<file path="config.mk">
export PLATFORM = sky130hd
export DESIGN_NAME = sensor_framer_flat
export DESIGN_NICKNAME = d
export VERILOG_FILES = /design/src/rtl/sensor_framer_if.sv /design/src/rtl/sensor_framer.sv /design/src/flat_wrapper.sv
export SDC_FILE = /design/constraint.sdc
export NUM_CORES = 1
export LEC_CHECK = 0
export CAP_MARGIN = 20
export CORE_MARGIN = 4
export CORE_UTILIZATION = 50
export DETAILED_ROUTE_END_ITERATION = 6
export PLACE_DENSITY = 0.87
export SLEW_MARGIN = 20
export SYNTH_ARGS = -nofsm -noshare
export SYNTH_HDL_FRONTEND = slang
export SYNTH_SLANG_ARGS = --single-unit
</file>
<file path="constraint.sdc">
create_clock -name clk -period 2.35 [get_ports clk]
set_clock_uncertainty 0.15 [all_clocks]
set_input_delay 0.47 -clock clk [delete_from_list [all_inputs] [get_ports clk]]
set_output_delay 0.47 -clock clk [all_outputs]
set_load 0.02 [all_outputs]
</file>
<file path="src/rtl/sensor_framer_if.sv">
// Sensor framer bus: sample input side, transmitter handshake side, status.
interface sensor_framer_if;
    logic [7:0] temp_data;
    logic [7:0] light_data;
    logic       sample_valid;
    logic       tx_busy;
    logic       status_clr;
    logic [7:0] tx_data;
    logic       tx_start;
    logic       frame_busy;
    logic       frame_done;
    logic       overrun;
    logic       tx_err;

    // Framer side
    modport master (
        input  temp_data, light_data, sample_valid, tx_busy, status_clr,
        output tx_data, tx_start, frame_busy, frame_done, overrun, tx_err
    );

    // Sensor / transmitter / host side
    modport slave (
        output temp_data, light_data, sample_valid, tx_busy, status_clr,
        input  tx_data, tx_start, frame_busy, frame_done, overrun, tx_err
    );
endinterface

</file>
<file path="src/rtl/sensor_framer.sv">
// Packs temp/light samples into 4-byte frames (HEADER, temp, light, checksum)
// and feeds them byte by byte to a start/busy handshaked serial transmitter.
module sensor_framer #(
    parameter logic [7:0] HEADER      = 8'hAA,
    parameter int          ACK_TIMEOUT = 16
) (
    input  logic            clk,
    input  logic            rst,
    sensor_framer_if.master bus
);
    localparam int TW = $clog2(ACK_TIMEOUT + 1);

    typedef enum logic [1:0] {IDLE, SEND, WAIT_ACK, WAIT_DONE} state_t;

    state_t          r_state, w_state_nxt;
    logic [7:0]      r_pend_temp, r_pend_light;
    logic            r_pend_valid;
    logic [7:0]      r_frm_temp, r_frm_light;
    logic [1:0]      r_idx;
    logic [TW-1:0]   r_tmo;
    logic [7:0]      r_tx_data;
    logic            r_tx_start;
    logic            r_frame_done;
    logic            r_overrun;
    logic            r_tx_err;

    logic            w_load;
    logic            w_timeout;
    logic            w_last;
    logic [7:0]      w_chk;
    logic [7:0]      w_byte;

    assign w_load    = (r_state == IDLE) && r_pend_valid;
    assign w_timeout = (r_state == WAIT_ACK) && !bus.tx_busy &&
                       (r_tmo == TW'(ACK_TIMEOUT - 1));
    assign w_last    = (r_state == WAIT_DONE) && !bus.tx_busy && (r_idx == 2'd3);
    assign w_chk     = HEADER + r_frm_temp + r_frm_light;

    // Byte selected by the current frame index
    always_comb begin
        w_byte = HEADER;
        case (r_idx)
            2'd0: w_byte = HEADER;
            2'd1: w_byte = r_frm_temp;
            2'd2: w_byte = r_frm_light;
            2'd3: w_byte = w_chk;
            default: w_byte = HEADER;
        endcase
    end

    // Next-state logic
    always_comb begin
        w_state_nxt = r_state;
        case (r_state)
            IDLE:      if (w_load) w_state_nxt = SEND;
            SEND:      w_state_nxt = WAIT_ACK;
            WAIT_ACK:  if (bus.tx_busy) w_state_nxt = WAIT_DONE;
                       else if (w_timeout) w_state_nxt = IDLE;
            WAIT_DONE: if (!bus.tx_busy) w_state_nxt = (r_idx == 2'd3) ? IDLE : SEND;
            default:   w_state_nxt = IDLE;
        endcase
    end

    // State register
    always_ff @(posedge clk or negedge rst) begin
        if (!rst) r_state <= IDLE;
        else      r_state <= w_state_nxt;
    end

    // One-deep pending buffer; a new sample always lands here, a load drains it
    always_ff @(posedge clk or negedge rst) begin
        if (!rst) begin
            r_pend_temp  <= 8'h00;
            r_pend_light <= 8'h00;
            r_pend_valid <= 1'b0;
        end else if (bus.sample_valid) begin
            r_pend_temp  <= bus.temp_data;
            r_pend_light <= bus.light_data;
            r_pend_valid <= 1'b1;
        end else if (w_load) begin
            r_pend_valid <= 1'b0;
        end
    end

    // Frame capture and byte index; load copies the old pending sample
    always_ff @(posedge clk or negedge rst) begin
        if (!rst) begin
            r_frm_temp  <= 8'h00;
            r_frm_light <= 8'h00;
            r_idx       <= 2'd0;
        end else if (w_load) begin
            r_frm_temp  <= r_pend_temp;
            r_frm_light <= r_pend_light;
            r_idx       <= 2'd0;
        end else if (r_state == WAIT_DONE && !bus.tx_busy && r_idx != 2'd3) begin
            r_idx       <= r_idx + 2'd1;
        end
    end

    // Ack timeout counter: held at zero outside WAIT_ACK, saturates inside
    always_ff @(posedge clk or negedge rst) begin
        if (!rst)                          r_tmo <= '0;
        else if (r_state != WAIT_ACK)      r_tmo <= '0;
        else if (r_tmo != TW'(ACK_TIMEOUT)) r_tmo <= r_tmo + 1'b1;
    end

    // Registered transmitter outputs and completion pulse
    always_ff @(posedge clk or negedge rst) begin
        if (!rst) begin
            r_tx_data    <= 8'h00;
            r_tx_start   <= 1'b0;
            r_frame_done <= 1'b0;
        end else begin
            if (r_state == SEND) r_tx_data <= w_byte;
            r_tx_start   <= (r_state == SEND);
            r_frame_done <= w_last;
        end
    end

    // Sticky status flags; a set event beats a simultaneous clear
    always_ff @(posedge clk or negedge rst) begin
        if (!rst) begin
            r_overrun <= 1'b0;
            r_tx_err  <= 1'b0;
        end else begin
            if (bus.sample_valid && r_pend_valid && !w_load) r_overrun <= 1'b1;
            else if (bus.status_clr)                        r_overrun <= 1'b0;
            if (w_timeout)                                  r_tx_err  <= 1'b1;
            else if (bus.status_clr)                        r_tx_err  <= 1'b0;
        end
    end

    assign bus.tx_data    = r_tx_data;
    assign bus.tx_start   = r_tx_start;
    assign bus.frame_busy = (r_state != IDLE);
    assign bus.frame_done = r_frame_done;
    assign bus.overrun    = r_overrun;
    assign bus.tx_err     = r_tx_err;
endmodule
</file>
<file path="src/flat_wrapper.sv">
// flat-port wrapper written by rule: the top's interface ports become plain ports
module sensor_framer_flat 
#(
    parameter logic [7:0] HEADER      = 8'hAA,
    parameter int          ACK_TIMEOUT = 16
)
  (clk, rst, bus_temp_data, bus_light_data, bus_sample_valid, bus_tx_busy, bus_status_clr, bus_tx_data, bus_tx_start, bus_frame_busy, bus_frame_done, bus_overrun, bus_tx_err);
  sensor_framer_if bus_i ();
  input  logic clk;
  input  logic rst;
  input wire logic [$bits(bus_i.temp_data)-1:0] bus_temp_data;
  input wire logic [$bits(bus_i.light_data)-1:0] bus_light_data;
  input wire logic [$bits(bus_i.sample_valid)-1:0] bus_sample_valid;
  input wire logic [$bits(bus_i.tx_busy)-1:0] bus_tx_busy;
  input wire logic [$bits(bus_i.status_clr)-1:0] bus_status_clr;
  output wire logic [$bits(bus_i.tx_data)-1:0] bus_tx_data;
  output wire logic [$bits(bus_i.tx_start)-1:0] bus_tx_start;
  output wire logic [$bits(bus_i.frame_busy)-1:0] bus_frame_busy;
  output wire logic [$bits(bus_i.frame_done)-1:0] bus_frame_done;
  output wire logic [$bits(bus_i.overrun)-1:0] bus_overrun;
  output wire logic [$bits(bus_i.tx_err)-1:0] bus_tx_err;
  assign bus_i.temp_data = bus_temp_data;
  assign bus_i.light_data = bus_light_data;
  assign bus_i.sample_valid = bus_sample_valid;
  assign bus_i.tx_busy = bus_tx_busy;
  assign bus_i.status_clr = bus_status_clr;
  assign bus_tx_data = bus_i.tx_data;
  assign bus_tx_start = bus_i.tx_start;
  assign bus_frame_busy = bus_i.frame_busy;
  assign bus_frame_done = bus_i.frame_done;
  assign bus_overrun = bus_i.overrun;
  assign bus_tx_err = bus_i.tx_err;
  sensor_framer #(.HEADER(HEADER), .ACK_TIMEOUT(ACK_TIMEOUT)) u_core (.clk(clk), .rst(rst), .bus(bus_i));
endmodule
</file>
==> out/metrics.cfg <==
[global_routing]
grt_max_degree=35
antenna_found_initial=0
grt_pass1_wl_mm=8.46
first_global_vias=1741
grt-ovfl-total=0
grt_usage=0.170

[setup_path]
reg2reg_from=u_core.r_frm_light[1]
crit_start=u_core.r_frm_light[1]
r2r_cells=10
worstSetupPathType=reg2reg
endpoint=u_core.bus.tx_data[7]
crit_arrival_ns=2.34
start_kind=flip-flop
crit_required_ns=2.40
end_kind=flip-flop
r2r-end=u_core.bus.tx_data[7]
ff2ff_setup_slack_ns=0.06
cp_max_fo=2

[place]
hpwl_mm=3.71
gp_congestion=0.917
placed_cell_area_um2=3090
io_buffers=33
dp_slack_ns=-0.158

[yosys]
ys_types=43
synth-edff-count=0
syn_area_um2=2690
ys_ff_latch=54
synth_nets=275
ys_seq_area_frac=0.502
yosys_most_used_dff=dfrtp_1
yosysWarnings=0
avgSynthCellArea_um2=11.6
synthArstFlopShare=1.00
synthCells=233

[clocking]
cts_root_buffer=clkbuf_8
numCtsBuffers=5
ctsHtreeMaxLevel=2
cts.path.max_buffers=2
clock-sinks=54
clkTransAtPathRegs_ns=0.09
clock_latency_ns=0.31
cts_tree=yes

[floorplanning]
io_pins=34
start_util=0.521
die_w_um=81.4
coreArea_um2=5170
dieArea_um2=6630
rows=26
dieHeight_um=81.4

[timing]
period_minus_slack_ns=2.29
finalCritPeriodShare=0.974
setup_ws_ns=0.0621
worst_pin_slew_ns=0.500
max_freq_ghz=0.437
slew_viol_final=0
setup_viol=0
rsz0062_at_grt=true
holdWs_ns=0.347
slew-limit-headroom=0.667
finalHoldViolCount=0

[finish]
fillers=385
syn2layout_area_growth_pct=20.6
final_cell_mix=dfrtp_1 (54), clkdlybuf4s50_1 (32), mux2_2 (20)
post-route-cell-area_um2=3250
diodes=0
mostFrequentLayoutCell=dfrtp_1
fin_nets=314
layout-drive-gt1-share=0.188

[drt]
detail_route.first_pass.iterations=5
via_per_inst=5.27
routedWlPerCell_um=15.2
routed-via-count=1802
drt-initial-drc-count=177
wl_mm=5.19
drcViolationCount=0
ant_nets=0

[power_and_ir_drop]
irDropWorstVdd_uv=704
power.leakage_nw=1.44
power_density_nw_per_um2=1340

[run_status]
status=finished clean

[job]
drv_cap=0

[min_path]
hp-class=reg2reg

## stage by stage
step | setup TNS (ns) | util | std cells | total power, mW
2_1_floorplan | 0 | - | 233 | 3.00
3_3_place_gp | 0 | 0.597 | 330 | 3.53
3_5_place_dp | -0.216 | 0.597 | 330 | 3.63
4_1_cts | -0.0497 | 0.622 | 340 | 4.25
5_1_grt | -0.0280 | 0.628 | 342 | 4.66
6_report | 0 | 0.628 | 342 | 4.34
## synthesized netlist by cell type, types with 3 or more instances
master / n / area (um2)
inv_1: 22 / 82.6
nand2_1: 15 / 56.3
mux2_2: 20 / 225
xor2_1: 4 / 35.0
a31oi_1: 3 / 18.8
xnor2_1: 4 / 35.0
buf_2: 4 / 20.0
nand3_1: 3 / 15.0
nor2_1: 10 / 37.5
nand2b_1: 3 / 18.8
dfrtp_1: 54 / 1350
o21ai_0: 18 / 90.1
ha_1: 20 / 250
a21oi_1: 6 / 30.0
a22oi_1: 3 / 22.5
mux2_4: 6 / 90.1
mux2i_1: 3 / 30.0
## cell families after synthesis
kind of cell / Yosys count / synth area share
DFF: 54 / 0.502
AOI/OAI and AO/OA: 47 / 0.111
and+or+nand+nor: 42 / 0.0790
buffers and inverters: 32 / 0.0543
muxes: 29 / 0.128
adders and majority gates: 21 / 0.100
xor gates and xnor gates: 8 / 0.0260
## worst min path at each step
stage,slack [ns],endpoint,from,cells after the start
finish,0.35,u_core.r_frm_temp[3],u_core.r_pend_temp[3],2
CTS,0.35,u_core.bus.overrun,u_core.bus.overrun,1
detailed placement,0.32,u_core.bus.tx_data[5],rst,1
global route,0.36,u_core.r_frm_temp[7],u_core.r_pend_temp[7],1
global placement,0.31,u_core.r_frm_temp[5],u_core.r_pend_temp[5],2
floorplan,0.02,u_core.bus.frame_done,rst,0
## power by group
part | internal, mW | switching [mW] | leakage [nW] | total [mW]
sequential | 1.23 | 0.237 | 0.654 | 1.46
combinational | 1.17 | 1.21 | 0.754 | 2.39
clock | 0.204 | 0.292 | 0.0362 | 0.496
## sequential cells by signal, indices dropped and copies added (netlist names), 2 cells and up
| signal | cells |
|---|---|
| u_core.r_state | 2 |
| u_core.bus.tx_data | 8 |
| u_core.r_tmo | 5 |
| u_core.r_pend_temp | 8 |
| u_core.r_frm_temp | 8 |
| u_core.r_idx | 2 |
| u_core.r_frm_light | 8 |
| u_core.r_pend_light | 8 |
## final cells by class
cell class | count | area [um2] | share of cell area
sequential | 54 | 1350 | 0.416
multi-input combinational | 147 | 1230 | 0.379
timing repair buffer | 42 | 412 | 0.127
tap | 70 | 87.6 | 0.0270
inverter | 22 | 82.6 | 0.0254
clock buffer | 5 | 68.8 | 0.0212
clock inverter | 2 | 15.0 | 0.00462
## routing by layer
metal  track usage  vias to the layer above  wire length [um]
li1              -                      877                 -
met1         0.219                      872              2310
met2         0.283                       47              2620
met3        0.0344                        6               195
met4        0.0625                        0                61
met5             0                        -                 0
## worst max-delay path, cell delays in order, from the launching register on
cell and delay [ns]:
dfrtp_1 0.37, inv_2 0.06, ha_4 0.25, inv_2 0.04
ha_4 0.15, fa_2 0.37, a211oi_2 0.25, o21bai_1 0.09
a21oi_1 0.16, mux2i_1 0.22, nor2_1 0.06
## repair_timing
action / 4_1_cts / 5_1_grt
pin swaps: 7 / 6
hold buffers: 1 / 0
endpoints found under the hold margin: 20 / 0
setup buffers: 2 / 2
resized for setup: 6 / 4
setup endpoints to repair: 3 / 2
No activity file was read; power rests on OpenSTA's default activity.
